<file path="src/rtl/lcd_hex_feeder_if.sv">
// Request/status and LCD-controller handshake bundle for lcd_hex_feeder.
// Handshake: load is taken only while the feeder is idle; lcd_home/lcd_write_char are one-cycle strobes issued only after lcd_ready=1, and lcd_char is held until lcd_ready falls and rises again.
interface lcd_hex_feeder_if #(
    parameter int NUM_DIGITS = 8
);
    logic [4*NUM_DIGITS-1:0] value;
    logic                    load;
    logic                    busy;
    logic                    done;
    logic                    lcd_ready;
    logic [7:0]              lcd_char;
    logic                    lcd_write_char;
    logic                    lcd_home;

    modport slave (
        input  value, load, lcd_ready,
        output busy, done, lcd_char, lcd_write_char, lcd_home
    );

    modport master (
        output value, load, lcd_ready,
        input  busy, done, lcd_char, lcd_write_char, lcd_home
    );
endinterface

</file>
<file path="src/rtl/lcd_hex_feeder.sv">
// Converts a captured binary value to ASCII hex and streams it MSB-first to an HD44780 controller.
// Optional "0x" prefix before the digits when LCD_HEX_FEEDER_PREFIX_EN is defined.
module lcd_hex_feeder #(
    parameter int NUM_DIGITS = 8,
    parameter bit UPPERCASE  = 1'b1
) (
    input  logic              clk,
    input  logic              reset_n,
    lcd_hex_feeder_if.slave   bus,
    output logic [2:0]        dbg_state_o
);
    localparam int VW    = 4 * NUM_DIGITS;
    localparam int IDX_W = (NUM_DIGITS > 1) ? $clog2(NUM_DIGITS) : 1;

    typedef enum logic [2:0] {
        IDLE      = 3'd0,
        HOME_WAIT = 3'd1,
        ACK_WAIT  = 3'd2,
        RDY_WAIT  = 3'd3,
        CHAR      = 3'd4
    } state_t;

    state_t           state_q;
    logic [VW-1:0]    shadow_q;
    logic [IDX_W-1:0] idx_q;
    logic             last_q;
    logic             busy_q;
    logic             done_q;
    logic [7:0]       char_q;
    logic [7:0]       char_d;
    logic             wr_q;
    logic             home_q;
    logic [3:0]       nib;
`ifdef LCD_HEX_FEEDER_PREFIX_EN
    logic [1:0]       pfx_q;
`endif

    assign nib = shadow_q[{idx_q, 2'b00} +: 4];

    always_comb begin
        char_d = 8'h00;
        if (nib < 4'd10) begin
            char_d = 8'h30 + {4'h0, nib};
        end else begin
            char_d = (UPPERCASE ? 8'h37 : 8'h57) + {4'h0, nib};
        end
`ifdef LCD_HEX_FEEDER_PREFIX_EN
        if (pfx_q == 2'd0) begin
            char_d = 8'h30;
        end else if (pfx_q == 2'd1) begin
            char_d = 8'h78;
        end
`endif
    end

    always_ff @(posedge clk or negedge reset_n) begin
        if (!reset_n) begin
            state_q  <= IDLE;
            shadow_q <= '0;
            idx_q    <= '0;
            last_q   <= 1'b0;
            busy_q   <= 1'b0;
            done_q   <= 1'b0;
            char_q   <= 8'h00;
            wr_q     <= 1'b0;
            home_q   <= 1'b0;
`ifdef LCD_HEX_FEEDER_PREFIX_EN
            pfx_q    <= 2'd0;
`endif
        end else begin
            // Strobes and done are single-cycle unless re-asserted below.
            wr_q   <= 1'b0;
            home_q <= 1'b0;
            done_q <= 1'b0;
            case (state_q)
                IDLE: begin
                    // done_q marks the first idle cycle, where a new load is still refused.
                    if (bus.load && !done_q) begin
                        shadow_q <= bus.value;
                        idx_q    <= IDX_W'(NUM_DIGITS - 1);
                        last_q   <= 1'b0;
                        busy_q   <= 1'b1;
`ifdef LCD_HEX_FEEDER_PREFIX_EN
                        pfx_q    <= 2'd0;
`endif
                        state_q  <= HOME_WAIT;
                    end
                end
                HOME_WAIT: begin
                    if (bus.lcd_ready) begin
                        home_q  <= 1'b1;
                        state_q <= ACK_WAIT;
                    end
                end
                ACK_WAIT: begin
                    if (!bus.lcd_ready) begin
                        state_q <= RDY_WAIT;
                    end
                end
                RDY_WAIT: begin
                    if (bus.lcd_ready) begin
                        if (last_q) begin
                            done_q  <= 1'b1;
                            busy_q  <= 1'b0;
                            state_q <= IDLE;
                        end else begin
                            state_q <= CHAR;
                        end
                    end
                end
                CHAR: begin
                    char_q  <= char_d;
                    wr_q    <= 1'b1;
                    state_q <= ACK_WAIT;
`ifdef LCD_HEX_FEEDER_PREFIX_EN
                    if (pfx_q != 2'd2) begin
                        pfx_q <= pfx_q + 2'd1;
                    end else if (idx_q == '0) begin
                        last_q <= 1'b1;
                    end else begin
                        idx_q <= idx_q - 1'b1;
                    end
`else
                    if (idx_q == '0) begin
                        last_q <= 1'b1;
                    end else begin
                        idx_q <= idx_q - 1'b1;
                    end
`endif
                end
                default: state_q <= IDLE;
            endcase
        end
    end

    assign bus.busy           = busy_q;
    assign bus.done           = done_q;
    assign bus.lcd_char       = char_q;
    assign bus.lcd_write_char = wr_q;
    assign bus.lcd_home       = home_q;
    assign dbg_state_o        = state_q;
endmodule

</file>
<file path="src/flat_wrapper.sv">
// flat-port wrapper written by rule: the top's interface ports become plain ports
module lcd_hex_feeder_flat 
#(
    parameter int NUM_DIGITS = 8,
    parameter bit UPPERCASE  = 1'b1
)
  (clk, reset_n, dbg_state_o, bus_value, bus_load, bus_lcd_ready, bus_busy, bus_done, bus_lcd_char, bus_lcd_write_char, bus_lcd_home);
  lcd_hex_feeder_if #(.NUM_DIGITS(NUM_DIGITS)) bus_i ();
  input  logic clk;
  input  logic reset_n;
  output logic [2:0] dbg_state_o;
  input wire logic [$bits(bus_i.value)-1:0] bus_value;
  input wire logic [$bits(bus_i.load)-1:0] bus_load;
  input wire logic [$bits(bus_i.lcd_ready)-1:0] bus_lcd_ready;
  output wire logic [$bits(bus_i.busy)-1:0] bus_busy;
  output wire logic [$bits(bus_i.done)-1:0] bus_done;
  output wire logic [$bits(bus_i.lcd_char)-1:0] bus_lcd_char;
  output wire logic [$bits(bus_i.lcd_write_char)-1:0] bus_lcd_write_char;
  output wire logic [$bits(bus_i.lcd_home)-1:0] bus_lcd_home;
  assign bus_i.value = bus_value;
  assign bus_i.load = bus_load;
  assign bus_i.lcd_ready = bus_lcd_ready;
  assign bus_busy = bus_i.busy;
  assign bus_done = bus_i.done;
  assign bus_lcd_char = bus_i.lcd_char;
  assign bus_lcd_write_char = bus_i.lcd_write_char;
  assign bus_lcd_home = bus_i.lcd_home;
  lcd_hex_feeder #(.NUM_DIGITS(NUM_DIGITS), .UPPERCASE(UPPERCASE)) u_core (.clk(clk), .reset_n(reset_n), .bus(bus_i), .dbg_state_o(dbg_state_o));
endmodule
</file>
<file path="config.mk">
export PLATFORM = sky130hd
export DESIGN_NAME = lcd_hex_feeder_flat
export DESIGN_NICKNAME = d
export VERILOG_FILES = /design/src/rtl/lcd_hex_feeder_if.sv /design/src/rtl/lcd_hex_feeder.sv /design/src/flat_wrapper.sv
export SDC_FILE = /design/constraint.sdc
export NUM_CORES = 1
export LEC_CHECK = 0
export ABC_CLOCK_PERIOD_IN_PS = 2900
export BUFFER_PORTS_ARGS = -buffer_cell sky130_fd_sc_hd__buf_4
export CAP_MARGIN = 20
export CORE_ASPECT_RATIO = 1.25
export CORE_UTILIZATION = 45
export CTS_CLUSTER_SIZE = 8
export DETAILED_ROUTE_END_ITERATION = 7
export PLACE_DENSITY = 0.68
export SLEW_MARGIN = 15
export SYNTH_ARGS = -nofsm -noshare
export SYNTH_HDL_FRONTEND = slang
export SYNTH_SLANG_ARGS = --single-unit
</file>
<file path="constraint.sdc">
create_clock -name clk -period 2.9 [get_ports clk]
set_clock_uncertainty 0.15 [all_clocks]
set_input_delay 0.58 -clock clk [delete_from_list [all_inputs] [get_ports clk]]
set_output_delay 0.58 -clock clk [all_outputs]
set_load 0.005 [all_outputs]
</file>
**Word-level counts from Yosys, hierarchy flattened**

Cells that the tools add are included.

- $lt $le $gt $ge: 1
- $mul: 0
- Equality and inequality tests: 11
- Divide/modulo/power cells: 0
- Mux-type cells: 23
- Shifts and indexed selects: 1
- Reductions and logical operators: 11
- Add/sub/neg operators: 3
- Bitwise logic cells: 0

Operators by type and width:

| kind | number |
|---|---|
| variable part select 32 x 6 -> 4 bit | 1 |
| two-way mux 3 bit | 7 |
| one-hot mux 3 bit (5 select lines) | 1 |
| adder 6 x 4 -> 7 bit (first input constant) | 2 |
| two-way mux 1 bit | 11 |
| two-way mux 8 bit | 1 |
| != test 2 bit (second input constant) | 4 |
| AND reduction 4 bit | 2 |
| equality test 3 x 2 -> 1 bit (second input constant) | 2 |
| zero test 3 bit | 2 |
| != test 2 x 1 -> 1 bit (second input constant) | 3 |
| one-hot mux 3 bit (2 select lines) | 1 |
| AND reduction 3 bit | 2 |
| less-than comparator 4 bit (second input constant) | 1 |
| one-hot mux 1 bit (2 select lines) | 2 |
| nonzero test 2 bit | 2 |
| equality test 3 x 1 -> 1 bit (second input constant) | 1 |
| equality test 3 bit (second input constant) | 1 |
| subtractor 3 x 1 -> 3 bit (second input constant) | 1 |
| AND reduction 2 bit | 1 |
| logical AND 1 bit | 1 |
| zero test 1 bit | 1 |

- Bits in writable memories: 0
- ROM bits: 0
- Memories kept: 0
- Bits in registers: 51
- Output and inout port bits: 15
- Latch bits: 0
- Word-level logic and storage cells: 59

**Depth between registers and ports, before layout**

Gate-level depths: netlist of run 1.

- Depth in word-level cells: 4
- Depth in mapped cells: 7
- Gate-level depth less buffers: 6

**Worst setup path before layout of run 1**

Ideal clock, no wire load.

- Path kind: register to register
- From: register u_core.idx_q[0]
- To: register u_core.char_q[6] (netlist: u_core.bus.lcd_char[6])
- Path buffers: 1
- Library setup time: 121 ps
- Stages on the path, launching flop included: 8
- Data required time: 2629 ps
- Setup slack: 847 ps
- Arrival: 1782 ps
- Cells stage by stage: dfrtp_1 -> buf_6 -> mux4_2 -> mux2_4 -> inv_1 -> ha_1 -> o21ai_1 -> a22o_1

- Word-level cells in the longest chain between the ends: 3
- Elaborated cells between the ends (all ways): 5

RTL lines:

| element | line | source |
|---|---|---|
| start, declared | lcd_hex_feeder.sv:25 | `logic [IDX_W-1:0] idx_q;` |
| start signal, assigned | lcd_hex_feeder.sv:80 | `idx_q <= IDX_W'(NUM_DIGITS - 1);` |
| start signal, assigned | lcd_hex_feeder.sv:127 | `idx_q <= idx_q - 1'b1;` |
| variable part select 32 x 6 -> 4 bit (*) | lcd_hex_feeder.sv:38 | `assign nib = shadow_q[{idx_q, 2'b00} +: 4];` |
| adder 6 x 4 -> 7 bit (tied with other cells) | lcd_hex_feeder.sv:45 | `char_d = (UPPERCASE ? 8'h37 : 8'h57) + {4'h0, nib};` |
| two-way mux 8 bit (*) | lcd_hex_feeder.sv:42 | `if (nib < 4'd10) begin` |
| end signal, assigned | lcd_hex_feeder.sv:112 | `char_q <= char_d;` |
| end, declared | lcd_hex_feeder.sv:29 | `logic [7:0] char_q;` |

Every way passes the cells marked *; elsewhere a longest branch is shown, timed or not.
A chain may end at the register's enable or synchronous reset.

**Worst setup path after layout of run 1**

Same ends and word-level chain as after synthesis.

==> results of run 1 <==
through the flow:
| stage | setup WS (ps) | utilization [%] | cell area [um^2] | cells |
|---|---|---|---|---|
| 2_1_floorplan | 847 | - | 2310 | 164 |
| 3_3_place_gp | 831 | 56.4 | 2730 | 270 |
| 3_5_place_dp | 704 | 56.4 | 2730 | 270 |
| 4_1_cts | 702 | 57.9 | 2800 | 277 |
| 5_1_grt | 588 | 57.9 | 2800 | 277 |
| 6_report | 702 | 57.9 | 2800 | 277 |
logic make-up (layout without fill, tap and decap cells):
family,after synthesis,after routing,synth area share [%]
buf+inv,12,65,3.41
xor+xnor,1,1,0.379
fa+ha+maj,3,3,1.62
mux,45,45,27.2
simple gates,29,29,6.12
flops,50,50,54.1
other cells,1,1,0.162
compound gates,23,23,6.93
how the worst min path moves through the flow:
stage | start | end | slack [ps] | cells past startpoint
after floorplan | reset_n | u_core.bus.busy | 130 | 0
after global placement | u_core.last_q | u_core.dbg_state_o[2] | 310 | 1
after detailed placement | u_core.shadow_q[21] | u_core.shadow_q[21] | 320 | 1
after CTS | reset_n | u_core.bus.done | 170 | 1
after global routing | reset_n | u_core.bus.busy | 200 | 1
final | reset_n | u_core.bus.busy | 150 | 1
cells in the final DEF, fill, tap and decap left out, types with 3 or more instances in the layout:
master / Yosys / layout
buf_4: 1 / 53
dfrtp_1: 50 / 50
mux2_1: 18 / 18
mux2_2: 15 / 15
nor2_1: 9 / 9
nand2_1: 8 / 8
mux4_2: 6 / 6
a21oi_1: 5 / 5
clkbuf_8: 1 / 5
o21ai_1: 3 / 3
o21ai_0: 3 / 3
ha_1: 3 / 3
state kept, by name, indices dropped and copies added (netlist names):
register,flops
u_core.last_q,1
u_core.bus.lcd_home,1
u_core.bus.lcd_char,7
u_core.bus.busy,1
u_core.bus.lcd_write_char,1
u_core.bus.done,1
u_core.dbg_state_o,3
u_core.idx_q,3
u_core.shadow_q,32
area by class of cell:
cell class,count,area [um^2],area share [%]
clock buffer,7,76.3,2.72
inverter,5,20.0,0.715
multi-input combinational,102,981,35.0
sequential,50,1250,44.7
tap,60,75.1,2.68
timing repair buffer,53,398,14.2
power by group through the flow:
| stage | logic [mW] | clock network [mW] | registers (mW) |
|---|---|---|---|
| floorplan | 0.878 | 0 | 1.14 |
| global placement | 1.12 | 0 | 1.18 |
| detailed placement | 1.17 | 0 | 1.21 |
| CTS | 1.17 | 0.387 | 1.20 |
| global route | 1.28 | 0.414 | 1.23 |
| finish | 1.16 | 0.369 | 1.19 |
synth_stat cells (all sizes together), types with 2 or more instances:
cell,number,area (um^2)
inv,4,15.0
nand3,2,10.0
nor2,11,46.3
ha,3,37.5
mux4,8,188
o21a,2,15.0
o21ai,6,30.0
a31oi,2,12.5
buf,6,45.0
nand2,9,41.3
dfrtp,50,1250
a21oi,5,25.0
nor3,2,10.0
nor2b,2,12.5
mux2i,3,55.1
mux2,34,387
metal layers:
metal	track usage [%]	vias up
li1	-	694
met1	22.7	715
met2	29.7	44
met3	4.40	6
met4	5.32	0
met5	0	-
worst register-to-register path: cells and delay by family (launching register included):
family                   cells  cell delay, ps
buffers and inverters        1             160
multiplexers                 2             850
AO/OA/AOI/OAI                2             320
adder cells (fa/ha/maj)      1             250
flip-flops                   1             360
==> impl_metrics.ini, run 1 <==
[place]
dp_hpwl_um = 3260
globalplace.congestion = 0.823
portBuffers = 49

[cts]
clk_latency_ps = 290
cts_resized = 0
numCtsBuffers = 5
clockRootBuffer = clkbuf_8
clkTransAtPathRegs_ps = 80
clock-sinks = 50
htreeDepth = 2
cts_buffer_depth = 2
cts.hold.buffers_added = 0
cts_tree = yes
postCtsSetupBuffers = 0

[floorplanning]
initial_core_util_pct = 47.8
rows = 28
pin_count = 51
coreArea_um2 = 4830
die_h_um = 82.1
dieArea_um2 = 5430
die_w_um = 66.1

[timing]
worstMarginPinSlew_ps = 615
holdWs_ps = 147
fin_crit_sh_pct = 75.8
finalCriticalPeriod_ps = 2200
rsz0062_at_grt = false
slew_violations = 0
hold_viol_final = 0
setup_tns_ps = 0
fmax_mhz = 455
max-slew-margin-rel_pct = 59.0
finalSetupViolCount = 0

[power]
powerDensity_nw_per_um2 = 971
clkPwrFrac_pct = 13.6
power_leakage_nw = 1.29
intPower_mw = 1.83
power_mw = 2.72
power.share.switching_pct = 32.6
pwr-share-seq_pct = 43.7
irDropWorstVdd_v = 0.000416
p_sw_mw = 0.886
pwr-share-comb_pct = 42.7

[final_layout]
final.fill_count = 419
diodes = 0
areaGrowthSynthToFinish_pct = 21.2
layout-drive-gt1-share_pct = 41.5
nets = 256

[route]
met2WireLength_um = 2260
route.detailed.drc = 0
drt_iter0_markers = 76
firstDrtPassIters = 4
totalWireLength_um = 4190
wl_met1_um = 1680
wl_per_cell_um = 15.1
antenna_left = 0
avgViaCountPerCell = 5.27
wl_met3_um = 204
highest_layer = met4
via_count = 1459

[grt]
grt.overflow.total = 0
grt_antenna_before_repair = 0
grt_pass1_vias = 1451
track_usage_pct = 17.7
grt_start_max_net_pins = 51
grt_pass1_wl_um = 7120

[setup_path]
cpPeakStageDelay_ps = 600
worst-path-buf-inv = 1
cp-end-kind = register
cp_cell_sequence = buf_4 -> mux4_1 -> mux2i_4 -> ha_1 -> o21ai_1 -> a22o_1
cp.arrival_ps = 2230
cp_data_required_time_ps = 2930
path_class = reg2reg
cp.depth = 6
start_kind = register
r2r_end = u_core.bus.lcd_char[6]
crit_family = multiplexers
r2r_setup_slack_ps = 700
cp-endpoint = u_core.bus.lcd_char[6]
worstPathMaxFanout = 7
critPathSlowestCell = mux4_1
startpoint = u_core.idx_q[0]
ff2ff_path_depth = 6
r2r-start = u_core.idx_q[0]

[yosys]
synth_ff_type = dfrtp_1
synth-seq-area-share_pct = 54.1
synth-edff-count = 0
yosys_warnings = 0
netlist_instances = 164
ys_ff_latch = 50
syn_avg_cell_area_um2 = 14.1
ys_types = 41
async_reset_ff_share_pct = 100
synth_area_um2 = 2310
syn_nets = 203

[hold_path]
hold_class = in2async

[status]
status = finished clean

[flow_run]
cap_violations = 0
No activity file was read; power rests on OpenSTA's default activity.
==> inputs of run 2 (changes only) <==
ABC_AREA = 1   (was default)
ABC_CLOCK_PERIOD_IN_PS = 2200   (was 2900)
PLACE_DENSITY = 0.67   (was 0.68)
clock period = 2.2 ns   (was 2.9 ns; I/O delays follow)
==> run 2 against run 1 <==
Compared with the run above: the flow now finishes with violations (hold timing); cell area up 12%; critical path depth up 1; via count up 37%; sequential share of layout area down 4.7 points; clock-buffer cell count unchanged; critical path type unchanged; critical endpoint is now u_core.shadow_q[24]; largest cell class unchanged; highest routed layer unchanged.
==> impl_metrics.ini, run 2 <==
[setup_path]
cp.arrival_ps = 1970
r2r_setup_slack_ps = 270
cpPeakStageDelay_ps = 450
critPathSlowestCell = dfrtp_1
cp.depth = 7
crit_family = simple AND/OR/NAND/NOR gates
cp_common_cell = inv_2
cp-end-kind = register
worst-path-buf-inv = 3
start_kind = register
ff2ff_path_depth = 7
cp-endpoint = u_core.shadow_q[24]
r2r_end = u_core.shadow_q[24]
path_class = reg2reg
worstPathMaxFanout = 21
r2r-start = u_core.dbg_state_o[1]
cp_data_required_time_ps = 2240
cp_cell_sequence = nor2_2 -> inv_2 -> nor2_4 -> inv_2 -> nand2_2 -> buf_12 -> mux2_4
startpoint = u_core.dbg_state_o[1]

[grt]
grt.overflow.total = 0
track_usage_pct = 18.4
grt_pass1_wl_um = 8980
grt_start_max_net_pins = 51
grt_antenna_before_repair = 0
grt_pass1_vias = 2024

[final_layout]
final_common_cell = nand2_1
final.fill_count = 547
largest_reg_flops = 32
mostFrequentLayoutCells = nand2_1 (63), buf_4 (51), dfrtp_1 (49)
areaGrowthSynthToFinish_pct = 17.5
layout-drive-gt1-share_pct = 34.9
top_register = u_core.shadow_q
nets = 385
diodes = 0

[yosys]
synth_ff_type = dfrtp_1
synth-seq-area-share_pct = 47.0
synth.top_cell.area_share_pct = 47.0
syn_avg_cell_area_um2 = 8.91
netlist_instances = 299
ys_types = 28
synthTopCellsByCount = nand2_1 (63), dfrtp_1 (50), inv_1 (34), nor2_1 (26), a21oi_2 (24)
synth_top_area_cell = dfrtp_1
synth-edff-count = 0
yosys_warnings = 0
synth_area_um2 = 2660
async_reset_ff_share_pct = 100
ys_ff_latch = 50
syn_nets = 338
synth.area.top_cells = dfrtp_1 (47%), nand2_1 (8.9%), a21oi_2 (7.9%)
synth.most_common_cell = nand2_1

[power]
irDropWorstVdd_v = 0.000849
powerDensity_nw_per_um2 = 1400
power_leakage_nw = 1.62
power_mw = 4.39

[timing]
rsz0062_at_grt = false
worstMarginPinSlew_ps = 620
finalSetupViolCount = 0
fmax_mhz = 517
max-slew-margin-rel_pct = 58.7
setup_tns_ps = 0
hold_viol_final = 3
fin_crit_sh_pct = 87.9
finalCriticalPeriod_ps = 1930
slew_violations = 0
holdWs_ps = -2.58

[cts]
clkTransAtPathRegs_ps = 90
cts_tree = yes
cts_buffer_depth = 2
htreeDepth = 2
clockRootBuffer = clkbuf_8
cts.hold.buffers_added = 0
cts_resized = 0
clk_latency_ps = 300
numCtsBuffers = 5
clock-sinks = 50
postCtsSetupBuffers = 0

[floorplanning]
pin_count = 51
die_h_um = 88.0
dieArea_um2 = 6230
coreArea_um2 = 5560
rows = 30
die_w_um = 70.8
initial_core_util_pct = 48.0

[flow_run]
cap_violations = 0

[status]
violations = hold timing
status = finished with violations

[place]
portBuffers = 49
globalplace.congestion = 0.834
dp_hpwl_um = 3710

[hold_path]
hold_class = in2async

[route]
avgViaCountPerCell = 4.87
wl_per_cell_um = 12.3
antenna_left = 0
route.detailed.drc = 0
via_count = 2000
drt_iter0_markers = 109
firstDrtPassIters = 6
totalWireLength_um = 5070
==> run 2: cell count changes in the layout (fill, tap and decap cells not counted), moves of 6 or more <==
cell	change
mux2_4	+8
mux2_2	-15
nand2_1	+55
mux4_2	-6
nor2_2	+17
inv_1	+32
nand3_1	+17
a21oi_2	+24
nor2_1	+17
mux2_1	-18
==> run 2: worst min-delay path by stage <==
stage / start / depth (start not counted) / to
4_1_cts: reset_n / 1 / u_core.dbg_state_o[1]
3_5_place_dp: u_core.bus.lcd_char[0] / 2 / u_core.bus.lcd_char[0]
3_3_place_gp: u_core.bus.lcd_char[0] / 2 / u_core.bus.lcd_char[0]
5_1_grt: reset_n / 1 / u_core.shadow_q[31]
2_1_floorplan: reset_n / 0 / u_core.bus.busy
6_report: reset_n / 1 / u_core.shadow_q[31]
==> run 2: cell type report <==
class                      instances  area, um^2  area share (%)
clock buffer                       7        76.3            2.44
clock inverter                     1        30.0           0.959
inverter                          39         149            4.76
multi-input combinational        197        1120            35.8
sequential                        50        1250            40.0
tap                               64        80.1            2.56
timing repair buffer              53         423            13.5
==> run 2: cell families after synthesis <==
group / after synthesis / share of synthesized area [%]
AO/OA/AOI/OAI: 45 / 11.9
buffers and inverters: 52 / 11.0
flip-flops: 50 / 47.0
other: 1 / 0.141
multiplexers: 9 / 5.07
AND/OR/NAND/NOR: 139 / 23.5
adder cells (fa/ha/maj): 3 / 1.41
==> run 2: where the power goes <==
| group | switching, mW | leakage [nW] | internal (mW) | total (mW) |
|---|---|---|---|---|
| clock network | 0.295 | 0.0524 | 0.341 | 0.635 |
| logic | 1.24 | 0.997 | 0.971 | 2.21 |
| registers | 0.225 | 0.571 | 1.32 | 1.54 |
==> run 2: stage by stage <==
stage	instances	utilization (%)	setup slack (ps)	area (um^2)	hold slack, ps
finish	411	56.4	266	3130	-2.58
global route	411	56.4	135	3130	52.9
CTS	411	56.3	160	3130	19.3
detailed placement	403	54.4	177	3020	326
global placement	403	54.4	214	3020	327
floorplan	299	-	459	2660	-5.59
==> run 2: per-layer routing <==
layer | part of all wire, % | up-vias | global-route usage (%) | wire length [um]
li1 | - | 1031 | - | -
met1 | 45 | 920 | 21.8 | 2280
met2 | 50 | 42 | 33.1 | 2520
met3 | 4.1 | 7 | 3.68 | 206
met4 | 1.2 | 0 | 6.73 | 63
met5 | 0 | - | 0 | 0
